### src/rtl/mbc_pkg.sv
// Shared types and helpers for the MBC memory-cycle scheduler.
package mbc_pkg;

    typedef enum logic [2:0] {
        ST_IDLE,
        ST_START,
        ST_WAIT_ACK,
        ST_DATA,
        ST_DONE
    } mbc_cyc_state_t;

    localparam int RQ_CHAN = 0;
    localparam int RQ_WB   = 1;
    localparam int RQ_EBOX = 2;
    localparam int NUM_RQ  = 3;

    // Next set mask bit strictly after adr, wrapping 3->0; adr itself is the
    // last candidate. With an empty mask the address is returned unchanged.
    function automatic logic [1:0] next_word(input logic [3:0] mask, input logic [1:0] adr);
        logic [1:0] cand;
        logic [1:0] result;
        result = adr;
        for (int i = 4; i >= 1; i--) begin
            cand = adr + 2'(i);
            if (mask[cand]) begin
                result = cand;
            end
        end
        return result;
    endfunction

    // Number of words requested in a quad mask.
    function automatic logic [2:0] bit_count(input logic [3:0] mask);
        logic [2:0] n;
        n = '0;
        for (int i = 0; i < 4; i++) begin
            n = n + {2'b00, mask[i]};
        end
        return n;
    endfunction

endpackage

### src/rtl/mbc_rq_prio.sv
// Fixed-priority encoder for the three core-memory requesters (chan > wb > ebox).
module mbc_rq_prio
    import mbc_pkg::*;
(
    input  logic [NUM_RQ-1:0] rq,
    output logic [NUM_RQ-1:0] gnt,
    output logic              vld
);

    // One-hot pick of the highest-priority active request.
    always_comb begin
        gnt = '0;
        vld = |rq;
        if (rq[RQ_CHAN]) begin
            gnt[RQ_CHAN] = 1'b1;
        end else if (rq[RQ_WB]) begin
            gnt[RQ_WB] = 1'b1;
        end else if (rq[RQ_EBOX]) begin
            gnt[RQ_EBOX] = 1'b1;
        end
    end

endmodule

### src/rtl/mbc_mem_cyc_sched.sv
// MBox memory-cycle scheduler: arbitrates channel, writeback and EBOX refill
// requests and sequences one SBus cycle through ACKN and the data-valid words.
module mbc_mem_cyc_sched
    import mbc_pkg::*;
#(
    parameter int ACK_TMO = 255,
    parameter int DV_TMO  = 255
) (
    input  logic       clk1_mbc_h,
    input  logic       mr_reset_l,
    input  logic       chan_rq_h,
    input  logic       wb_rq_h,
    input  logic       ebox_rq_h,
    input  logic       chan_wr_h,
    input  logic [3:0] chan_rq_mask_h,
    input  logic [3:0] wb_rq_mask_h,
    input  logic [3:0] ebox_rq_mask_h,
    input  logic [1:0] chan_adr_34_35_h,
    input  logic [1:0] wb_adr_34_35_h,
    input  logic [1:0] ebox_adr_34_35_h,
    input  logic       mem_ackn_h,
    input  logic       mem_data_valid_l,
    output logic       chan_gnt_h,
    output logic       wb_gnt_h,
    output logic       ebox_gnt_h,
    output logic       chan_done_h,
    output logic       wb_done_h,
    output logic       ebox_done_h,
    output logic       mem_start_h,
    output logic       mem_rd_rq_h,
    output logic       mem_wr_rq_h,
    output logic [3:0] mem_rq_h,
    output logic [1:0] core_adr_34_35_h,
    output logic       core_busy_h,
    output logic       core_data_valid_h,
    output logic       nxm_err_h
);

    mbc_cyc_state_t    state, state_nxt;
    logic [NUM_RQ-1:0] gnt_q, prio_gnt;
    logic              prio_vld;
    logic [3:0]        sel_mask;
    logic [1:0]        sel_adr;
    logic              sel_wr;
    logic [2:0]        word_cnt;
    logic [7:0]        tmo_cnt;
    logic              load_cyc, load_cnt, take_word, set_nxm, tmo_clr;
    logic              strobe;

    assign strobe = ~mem_data_valid_l;

    mbc_rq_prio u_prio (
        .rq  ({ebox_rq_h, wb_rq_h, chan_rq_h}),
        .gnt (prio_gnt),
        .vld (prio_vld)
    );

    assign chan_gnt_h  = gnt_q[RQ_CHAN];
    assign wb_gnt_h    = gnt_q[RQ_WB];
    assign ebox_gnt_h  = gnt_q[RQ_EBOX];
    assign chan_done_h = gnt_q[RQ_CHAN] && (state == ST_DONE);
    assign wb_done_h   = gnt_q[RQ_WB]   && (state == ST_DONE);
    assign ebox_done_h = gnt_q[RQ_EBOX] && (state == ST_DONE);
    assign mem_start_h = (state == ST_START);
    assign core_busy_h = (state != ST_IDLE);

    // Steer the winning requester's mask, first word and cycle type.
    always_comb begin
        sel_mask = ebox_rq_mask_h;
        sel_adr  = ebox_adr_34_35_h;
        sel_wr   = 1'b0;
        if (prio_gnt[RQ_CHAN]) begin
            sel_mask = chan_rq_mask_h;
            sel_adr  = chan_adr_34_35_h;
            sel_wr   = chan_wr_h;
        end else if (prio_gnt[RQ_WB]) begin
            sel_mask = wb_rq_mask_h;
            sel_adr  = wb_adr_34_35_h;
            sel_wr   = 1'b1;
        end
    end

    // Cycle sequencing: next state plus the one-cycle control strobes.
    always_comb begin
        state_nxt = state;
        load_cyc  = 1'b0;
        load_cnt  = 1'b0;
        take_word = 1'b0;
        set_nxm   = 1'b0;
        tmo_clr   = 1'b0;
        case (state)
            ST_IDLE: begin
                if (prio_vld) begin
                    load_cyc  = 1'b1;
                    state_nxt = (sel_mask == 4'b0000) ? ST_DONE : ST_START;
                end
            end
            ST_START: state_nxt = ST_WAIT_ACK;
            ST_WAIT_ACK: begin
                if (mem_ackn_h) begin
                    load_cnt  = 1'b1;
                    state_nxt = ST_DATA;
                end else if (tmo_cnt == 8'(ACK_TMO - 1)) begin
                    set_nxm   = 1'b1;
                    state_nxt = ST_DONE;
                end
            end
            ST_DATA: begin
                if (strobe) begin
                    take_word = 1'b1;
                    tmo_clr   = 1'b1;
                    if (word_cnt <= 3'd1) begin
                        state_nxt = ST_DONE;
                    end
                end else if (tmo_cnt == 8'(DV_TMO - 1)) begin
                    set_nxm   = 1'b1;
                    state_nxt = ST_DONE;
                end
            end
            ST_DONE: state_nxt = ST_IDLE;
            default: state_nxt = ST_IDLE;
        endcase
    end

    // State register.
    always_ff @(posedge clk1_mbc_h or negedge mr_reset_l) begin
        if (!mr_reset_l) begin
            state <= ST_IDLE;
        end else begin
            state <= state_nxt;
        end
    end

    // Grant and cycle-type registers: latched at arbitration, dropped in DONE.
    always_ff @(posedge clk1_mbc_h or negedge mr_reset_l) begin
        if (!mr_reset_l) begin
            gnt_q       <= '0;
            mem_rq_h    <= 4'b0000;
            mem_rd_rq_h <= 1'b0;
            mem_wr_rq_h <= 1'b0;
        end else if (load_cyc) begin
            gnt_q       <= prio_gnt;
            mem_rq_h    <= sel_mask;
            mem_rd_rq_h <= ~sel_wr;
            mem_wr_rq_h <= sel_wr;
        end else if (state == ST_DONE) begin
            gnt_q       <= '0;
            mem_rq_h    <= 4'b0000;
            mem_rd_rq_h <= 1'b0;
            mem_wr_rq_h <= 1'b0;
        end
    end

    // Word tracking: first word at or after the start address, then the next
    // set mask bit on every accepted strobe, alongside the registered strobe.
    always_ff @(posedge clk1_mbc_h or negedge mr_reset_l) begin
        if (!mr_reset_l) begin
            core_adr_34_35_h  <= 2'd0;
            word_cnt          <= 3'd0;
            core_data_valid_h <= 1'b0;
        end else begin
            core_data_valid_h <= take_word;
            if (load_cyc) begin
                core_adr_34_35_h <= (sel_mask == 4'b0000) ? sel_adr
                                                          : next_word(sel_mask, sel_adr - 2'd1);
            end else if (take_word) begin
                core_adr_34_35_h <= next_word(mem_rq_h, core_adr_34_35_h);
            end
            if (load_cnt) begin
                word_cnt <= bit_count(mem_rq_h);
            end else if (take_word) begin
                word_cnt <= word_cnt - 3'd1;
            end
        end
    end

    // Shared ACKN / data-valid timeout and the sticky non-existent-memory flag.
    always_ff @(posedge clk1_mbc_h or negedge mr_reset_l) begin
        if (!mr_reset_l) begin
            tmo_cnt   <= 8'd0;
            nxm_err_h <= 1'b0;
        end else begin
            if (tmo_clr || (state_nxt != state)) begin
                tmo_cnt <= 8'd0;
            end else begin
                tmo_cnt <= tmo_cnt + 8'd1;
            end
            if (set_nxm) begin
                nxm_err_h <= 1'b1;
            end
        end
    end

endmodule

### config.mk
export PLATFORM = sky130hd
export DESIGN_NAME = mbc_mem_cyc_sched
export DESIGN_NICKNAME = d
export VERILOG_FILES = /design/src/rtl/mbc_pkg.sv /design/src/rtl/mbc_rq_prio.sv /design/src/rtl/mbc_mem_cyc_sched.sv
export SDC_FILE = /design/constraint.sdc
export NUM_CORES = 1
export LEC_CHECK = 0
export CAP_MARGIN = 15
export CORE_MARGIN = 2
export CORE_UTILIZATION = 54
export DETAILED_ROUTE_END_ITERATION = 8
export PLACE_DENSITY = 0.95
export SYNTH_ARGS = -nofsm -noshare
export SYNTH_HDL_FRONTEND = slang
export SYNTH_HIERARCHICAL = 1
export SYNTH_SLANG_ARGS = --single-unit
### constraint.sdc
create_clock -name clk1_mbc_h -period 4.1 [get_ports clk1_mbc_h]
set_clock_uncertainty 0.05 [all_clocks]
set_input_delay 0.82 -clock clk1_mbc_h [delete_from_list [all_inputs] [get_ports clk1_mbc_h]]
set_output_delay 0.82 -clock clk1_mbc_h [all_outputs]
set_load 0.02 [all_outputs]
==> results of run 1 <==
[cell usage in the layout (no fill, tap or decap), types with 3 or more instances in the layout]
cell	Yosys	final
inv_1	10	10
nand2b_1	4	4
clkbuf_4	0	3
o21ai_1	8	8
o21ai_0	3	3
o211ai_1	3	3
xor2_1	6	6
buf_4	1	4
nor2_1	5	5
dfrtp_1	27	27
nor3_1	3	3
o21bai_1	3	3
nor4_1	8	8
o21a_1	5	5
nand3_1	13	13
nand2_1	24	24
nor3b_1	3	3
clkdlybuf4s50_1	0	43
ha_1	6	6
a21oi_1	5	5
mux2i_1	8	8
and3_1	4	4
[state kept, by name, summed over array words and instances (netlist names)]
register,flops
core_data_valid_h,1
mem_rd_rq_h,1
nxm_err_h,1
tmo_cnt,8
gnt_q,3
state,3
mem_rq_h,4
mem_wr_rq_h,1
core_adr_34_35_h,2
word_cnt,3
[per-layer routing]
| layer | wire length [um] | share of wire | GRT usage | up-vias |
|---|---|---|---|---|
| li1 | - | - | - | 823 |
| met1 | 1940 | 0.44 | 0.310 | 836 |
| met2 | 2210 | 0.50 | 0.382 | 61 |
| met3 | 165 | 0.037 | 0.0246 | 13 |
| met4 | 90 | 0.020 | 0.0978 | 0 |
| met5 | 0 | 0 | 0 | - |
[kinds of logic after synthesis]
kind of cell	Yosys count
buf+inv	23
fa+ha+maj	7
xor+xnor	8
mux	10
flops	27
compound gates	47
simple gates	84
[worst max-delay path: stages]
cell	delay (ns)
clkdlybuf4s50_1	0.39
buf_4	0.21
nor2b_1	0.14
buf_4	0.21
mux2i_4	0.28
o21ai_4	0.10
or4_4	0.56
o221ai_4	0.27
nor4_1	0.12
[power by group through the flow]
stage	combinational (mW)	clock, mW	sequential, mW
floorplan	0.541	0	0.500
global placement	0.772	0	0.488
detailed placement	0.803	0	0.495
CTS	0.807	0.118	0.490
global route	0.885	0.135	0.511
finish	0.804	0.117	0.492
[layout make-up]
cell class	count	share of cell area
multi-input combinational	156	0.473
sequential	27	0.283
clock buffer	4	0.0110
timing repair buffer	47	0.193
inverter	10	0.0157
tap	46	0.0241
[worst max-delay path by stage]
stage	to	from	cells past startpoint	slack, ns
2_1_floorplan	tmo_cnt[2]	wb_rq_h	7	1.60
3_3_place_gp	tmo_cnt[2]	chan_rq_h	9	0.90
3_5_place_dp	tmo_cnt[1]	chan_rq_h	9	0.82
4_1_cts	tmo_cnt[1]	chan_rq_h	9	1.17
5_1_grt	tmo_cnt[1]	chan_rq_h	9	1.00
6_report	tmo_cnt[1]	chan_rq_h	9	1.17
==> flow_summary.toml, run 1 <==
[finish]
area_growth_pct = 23.4
multi_input_area_um2 = 1130
diodes = 0
drive_above_1_share = 0.0943
design_area_um2 = 2390
final_util = 0.704
nets = 278
nFillCells = 247
seqCellArea_um2 = 676
final_cell_count_no_fill = 290

[timing]
setup_slack_ns = 1.17
timing.fmax_mhz = 342
timing.final.hold_violations = 0
tightestPinTransition_ns = 0.463
relSlewSlack = 0.689
fin_crit_ns = 2.93
setup_viol = 0
fin_crit_sh = 0.713
maxSlewViolCount = 0
rsz0062_at_grt = "no"
final.setup.tns_ns = 0
worst_hold_slack_ns = 0.445

[cts]
cts_sinks = 27
cts_root_buf = "clkbuf_4"
ctsResizeCount = 0
numCtsBuffers = 3
cts_buffer_depth = 2
cts_setup_buffers = 0
cts_tree = "built"
ctsHoldBuffers = 0
clk_latency_ns = 0.33
htree_levels = 1
clk_pin_slew_ns = 0.14

[synthesis]
yosysSeqAreaShare = 0.349
syn_avg_cell_area_um2 = 9.39
yosys_warnings = 6
yosysTopAreaCell = "dfrtp_1"
synth.most_common_cell = "dfrtp_1"
synth_top_family_by_area = "simple AND/OR/NAND/NOR gates"
synth_area_um2 = 1930
synth.mux.area_fraction = 0.0589
synth_xor_area_frac = 0.0362
synth_seq_cells = 27
synth_edf_count = 0
yosys.area.top_type_share = 0.349
synthTopCellsByArea = "dfrtp_1 (35%), nand2_1 (4.7%), mux2i_1 (4.1%)"
synth_commonest_cells = "dfrtp_1 (27), nand2_1 (24), nand3_1 (13)"
postSynthCellCount = 206
yosys.area_share.simple = 0.251
synth.distinct_cells = 62
synth_fa_ha_area_frac = 0.0492
async_flop_share = 1.00
syn_nets = 239
synth_compound_area_frac = 0.189
synth_ff_type = "dfrtp_1"

[worst_setup_path]
r2r_start = "tmo_cnt[0]"
reg2reg_slack_ns = 2.06
critical_path_class = "in2reg"
arrival_ns = 3.09
crit_path_end_kind = "register"
cp-start-kind = "input port"
crit_fanout = 21
cp.required_ns = 4.27
timing.rr.end = "tmo_cnt[1]"
worst_r2r_path_depth = 7

[power_and_ir_drop]
switchingPower_mw = 0.641
power_frac_seq = 0.348
switching_share = 0.453
power.total_mw = 1.41
irDropWorstVdd_uv = 403
power_frac_comb = 0.569
leakagePower_nw = 1.01
clockPowerShare = 0.083
power_density_nw_per_um2 = 592
intPower_mw = 0.773

[floorplan]
start_util = 0.571
dieArea_um2 = 4080
ios = 44
die_y_um = 63.9
core_area_um2 = 3390
die_x_um = 63.9
rows = 21

[min_path]
hp-class = "reg2reg"
min_to = "nxm_err_h"
hold_path_depth = 1
worstHoldStart = "nxm_err_h"

[grt]
grt_usage = 0.232
grt-ovfl-total = 0
grt_pass1_vias = 1689
antenna_found_initial = 0
grt_pass1_wl_um = 7540
grt_max_degree = 28

[place]
place.gp.congestion = 0.839
pre_cts_ws_ns = 0.822
place_area_um2 = 2360
placed_cells_incl_taps = 286
port_buffers = 43
hpwl_um = 3300

[drt]
wirelength_um = 4410
vias_per_cell = 5.98
firstDrtPassIters = 4
ant_nets = 0
route.vias.total = 1733
wl_per_cell_um = 15.2
initialDrtViolationCount = 83
drc = 0

[outcome]
outcome = "finished clean"

[job]
drv_cap = 0
No activity file was read; power rests on OpenSTA's default activity.
==> run 2, diff against run 1 <==
Settings changed: CORE_UTILIZATION 54 to 50, PLACE_DENSITY 0.95 to 0.92.
Clock period 4.1 ns to 2.7 ns, I/O delays scaled along.
==> run 2 against run 1 <==
Highest routed layer unchanged. Clock power rose by 93%. Sequential power up 53%. Sequential cell count unchanged. First-iteration DRC count is 6.0% higher. Routed wire length grew 2.2%.
==> flow_summary.toml, run 2 (synthesized netlist as in run 1, its figures left out) <==
[power_and_ir_drop]
leakagePower_nw = 1.07
power_density_nw_per_um2 = 896
irDropWorstVdd_uv = 766

[grt]
grt_pass1_vias = 1593
grt_usage = 0.213
antenna_found_initial = 0
grt_pass1_wl_um = 7270
grt-ovfl-total = 0
grt_max_degree = 28

[finish]
final_util = 0.685
mostFrequentLayoutCells = "clkdlybuf4s50_1 (43), dfrtp_1 (27), nand2_1 (24), nand3_1 (13), buf_4 (13)"
drive_above_1_share = 0.142
area_growth_pct = 30.7
diodes = 0
final_cell_count_no_fill = 302
regMostFlops = "tmo_cnt"
final_common_cell = "clkdlybuf4s50_1"
nets = 288
largest_reg_flops = 8
seqCellArea_um2 = 676
multi_input_area_um2 = 1180
nFillCells = 295
largestRegisters = "tmo_cnt: 8 flops, mem_rq_h: 4 flops"

[floorplan]
die_x_um = 66.2
core_area_um2 = 3690
ios = 44
die_y_um = 66.2
rows = 22
dieArea_um2 = 4380
start_util = 0.524

[worst_setup_path]
startpoint = "wb_rq_h"
arrival_ns = 2.70
cp.required_ns = 2.79
crit_fanout = 6
cp-start-kind = "input port"
critical_path_class = "in2reg"
r2r_start = "tmo_cnt[0]"
crit_path_end_kind = "register"

[drt]
ant_nets = 0
drc = 0
route.vias.total = 1737
initialDrtViolationCount = 88
wirelength_um = 4510
vias_per_cell = 5.75
firstDrtPassIters = 4
wl_per_cell_um = 14.9

[timing]
timing.fmax_mhz = 383
fin_crit_ns = 2.61
maxSlewViolCount = 0
fin_crit_sh = 0.966
tightestPinTransition_ns = 0.496
timing.final.hold_violations = 0
relSlewSlack = 0.669
setup_viol = 0

[place]
place.gp.congestion = 0.806
placed_cells_incl_taps = 297
port_buffers = 43
hpwl_um = 3280

[cts]
cts_tree = "built"
cts_buffer_depth = 2
cts_sinks = 27
ctsHoldBuffers = 0
numCtsBuffers = 3
clk_latency_ns = 0.27
htree_levels = 1
cts_root_buf = "clkbuf_8"
clk_pin_slew_ns = 0.09

[outcome]
outcome = "finished clean"

[min_path]
worstHoldStart = "nxm_err_h"
hp-class = "reg2reg"

[job]
drv_cap = 0
[run 2: changes by cell type in the layout (fill, tap and decap cells not counted), sizes merged]
| cell | before | now |
|---|---|---|
| o221ai | 1 | 2 |
| buf | 4 | 13 |
[run 2: worst paths after layout]
| kind | slack [ns] | depth (start not counted) | end |
|---|---|---|---|
| min in group asynchronous | 0.59 | 2 | tmo_cnt[4] |
| min reg2reg | 0.44 | 1 | nxm_err_h |
| max in group asynchronous | 1.75 | 2 | word_cnt[2] |
| max | 0.09 | 8 | tmo_cnt[6] |
| min | 0.44 | 1 | nxm_err_h |
| max reg2reg | 0.59 | 7 | tmo_cnt[6] |
[run 2: power breakdown]
part	switching, mW	internal (mW)	leakage [nW]	total (mW)
Combinational	0.670	0.616	0.701	1.29
Sequential	0.212	0.541	0.345	0.753
Clock	0.120	0.106	0.0228	0.226
Total	1.00	1.26	1.07	2.26
[run 2: per-layer routing]
metal  GRT usage  routed length [um]  vias to the layer above
li1            -                   -                      853
met1       0.303                2000                      835
met2       0.341                2270                       47
met3      0.0273                 217                        2
met4      0.0510                  27                        0
met5           0                   0                        -
[run 2: repair_timing]
action	4_1_cts	5_1_grt
buffers inserted	0	0
gates resized for setup	0	5
endpoints found under the setup margin	0	8
[run 2: critical path, stage by stage]
cell and delay, ns:
clkdlybuf4s50_1 0.48, nor2b_1 0.15, buf_4 0.20, mux2i_2 0.28, o21ai_2 0.13, or4_4 0.58
o221ai_4 0.24, nor4_1 0.10
[run 2: cell type report]
class / instances / share of cell area
Clock buffer: 4 / 0.0178
Multi-Input combinational cell: 157 / 0.467
Sequential cell: 27 / 0.267
Inverter: 10 / 0.0149
Timing Repair Buffer: 56 / 0.209
Tap cell: 48 / 0.0238
[run 2: per-stage QoR]
step,TNS [ns],power (mW),setup WS [ns],area (um2),hold WS [ns]
after detailed placement,-1.15,1.99,-0.155,2430,0.413
after CTS,0,2.23,0.118,2480,0.446
after global routing,-0.105,2.45,-0.0225,2530,0.481
after global placement,-0.349,1.94,-0.0468,2430,0.418
final,0,2.26,0.0908,2530,0.441
after floorplan,0,1.58,0.481,1930,0.194
==> run 3, diff against run 2 <==
Settings changed: CAP_MARGIN 15 to unset, MAX_ROUTING_LAYER set to met4.
==> run 3 against run 2 <==
Register-to-register slack about the same. Clock-buffer cell count unchanged. Sequential cell count unchanged. Critical path depth unchanged. Power about the same. Sequential share of layout area unchanged. Core utilization unchanged.
==> flow_summary.toml, run 3 (synthesized netlist as in run 1, its figures left out) <==
[power_and_ir_drop]
switching_share = 0.443
power_frac_comb = 0.568
irDropWorstVdd_uv = 769
intPower_mw = 1.26
power_frac_seq = 0.332
power_density_nw_per_um2 = 896
switchingPower_mw = 1.00
leakagePower_nw = 1.07
clockPowerShare = 0.100

[timing]
tightestPinTransition_ns = 0.481
fin_crit_sh = 0.966
timing.fmax_mhz = 383
setup_viol = 0
fin_crit_ns = 2.61
setup_slack_ns = 0.0916
timing.final.hold_violations = 0
maxSlewViolCount = 0
relSlewSlack = 0.677

[cts]
cts_root_buf = "clkbuf_8"
clk_pin_slew_ns = 0.09
cts_sinks = 27
cts_buffer_depth = 2
ctsHoldBuffers = 0
cts_tree = "built"
cts_setup_buffers = 0
numCtsBuffers = 3
ctsResizeCount = 0
htree_levels = 1
clk_latency_ns = 0.27

[place]
hpwl_um = 3280
placed_cells_incl_taps = 297
place_area_um2 = 2430
place.gp.congestion = 0.818
port_buffers = 43
pre_cts_ws_ns = -0.155

[finish]
diodes = 0
seqCellArea_um2 = 676
nFillCells = 295
design_area_um2 = 2530
nets = 288
mostFrequentLayoutCells = "clkdlybuf4s50_1 (43), dfrtp_1 (27), nand2_1 (24), nand3_1 (13), buf_4 (13)"
drive_above_1_share = 0.142
largestRegisters = "tmo_cnt: 8 flops, mem_rq_h: 4 flops"
area_growth_pct = 30.7
final_util = 0.685
final_common_cell = "clkdlybuf4s50_1"
final_cell_count_no_fill = 302
regMostFlops = "tmo_cnt"
largest_reg_flops = 8
multi_input_area_um2 = 1180

[job]
drv_cap = 0

[min_path]
hp-class = "reg2reg"

[drt]
vias_per_cell = 5.81
initialDrtViolationCount = 95
drc = 0
route.vias.total = 1754
wirelength_um = 4500
ant_nets = 0
wl_per_cell_um = 14.9
firstDrtPassIters = 4

[worst_setup_path]
reg2reg_slack_ns = 0.59
arrival_ns = 2.70
critical_path_class = "in2reg"
cp.required_ns = 2.79
cp_top_family = "simple AND/OR/NAND/NOR gates"
slowest_stage = "or4_4"
critPathMaxStageDelay_ns = 0.58
cp_cell_sequence = "clkdlybuf4s50_1 -> nor2b_1 -> buf_4 -> mux2i_2 -> o21ai_2 -> or4_4 -> o221ai_4 -> nor4_1"
cp-start-kind = "input port"
crit_fanout = 6
crit_path_end_kind = "register"
critPathBufInv = 2

[floorplan]
die_y_um = 66.2
rows = 22
dieArea_um2 = 4380
die_x_um = 66.2
core_area_um2 = 3690
start_util = 0.524
ios = 44

[grt]
grt_usage = 0.218
grt-ovfl-total = 0
antenna_found_initial = 0
grt_pass1_wl_um = 7260
grt_max_degree = 28
grt_pass1_vias = 1596

[outcome]
outcome = "finished clean"
## run 3: power by group through the flow
stage	clock (mW)	sequential [mW]	combinational (mW)
after detailed placement	0	0.752	1.24
after CTS	0.228	0.750	1.25
final	0.227	0.753	1.29
after global placement	0	0.746	1.20
after floorplan	0	0.760	0.821
after global routing	0.252	0.775	1.42
## run 3: path summary, 6_finish.rpt
check	cells after the start	to	start
worst max-delay path	8	tmo_cnt[6]	wb_rq_h
worst min-delay path	1	nxm_err_h	nxm_err_h
worst max register to register	7	tmo_cnt[6]	tmo_cnt[0]
worst min register to register	1	nxm_err_h	nxm_err_h
max in group asynchronous	2	word_cnt[2]	mr_reset_l
min in group asynchronous	2	tmo_cnt[4]	mr_reset_l
## run 3: final cells by class
type	count	share of cell area
clock buffers	4	0.0178
inverters	10	0.0149
multi-input cells	157	0.467
flip-flops and latches	27	0.267
well taps	48	0.0238
repair buffers	56	0.209
## run 3: metal layers
metal	vias up	global-route usage	part of all wire
li1	856	-	-
met1	843	0.301	0.44
met2	51	0.343	0.51
met3	4	0.0273	0.047
met4	0	0.0510	0.0069
met5	-	-	0
## run 3: metrics by stage
| step | hold WS (ns) | setup TNS, ns | power [mW] |
|---|---|---|---|
| final | 0.439 | 0 | 2.27 |
| after global routing | 0.481 | -0.0763 | 2.45 |
| after CTS | 0.446 | 0 | 2.23 |
| after floorplan | 0.194 | 0 | 1.58 |
| after global placement | 0.418 | -0.349 | 1.94 |
| after detailed placement | 0.413 | -1.15 | 1.99 |
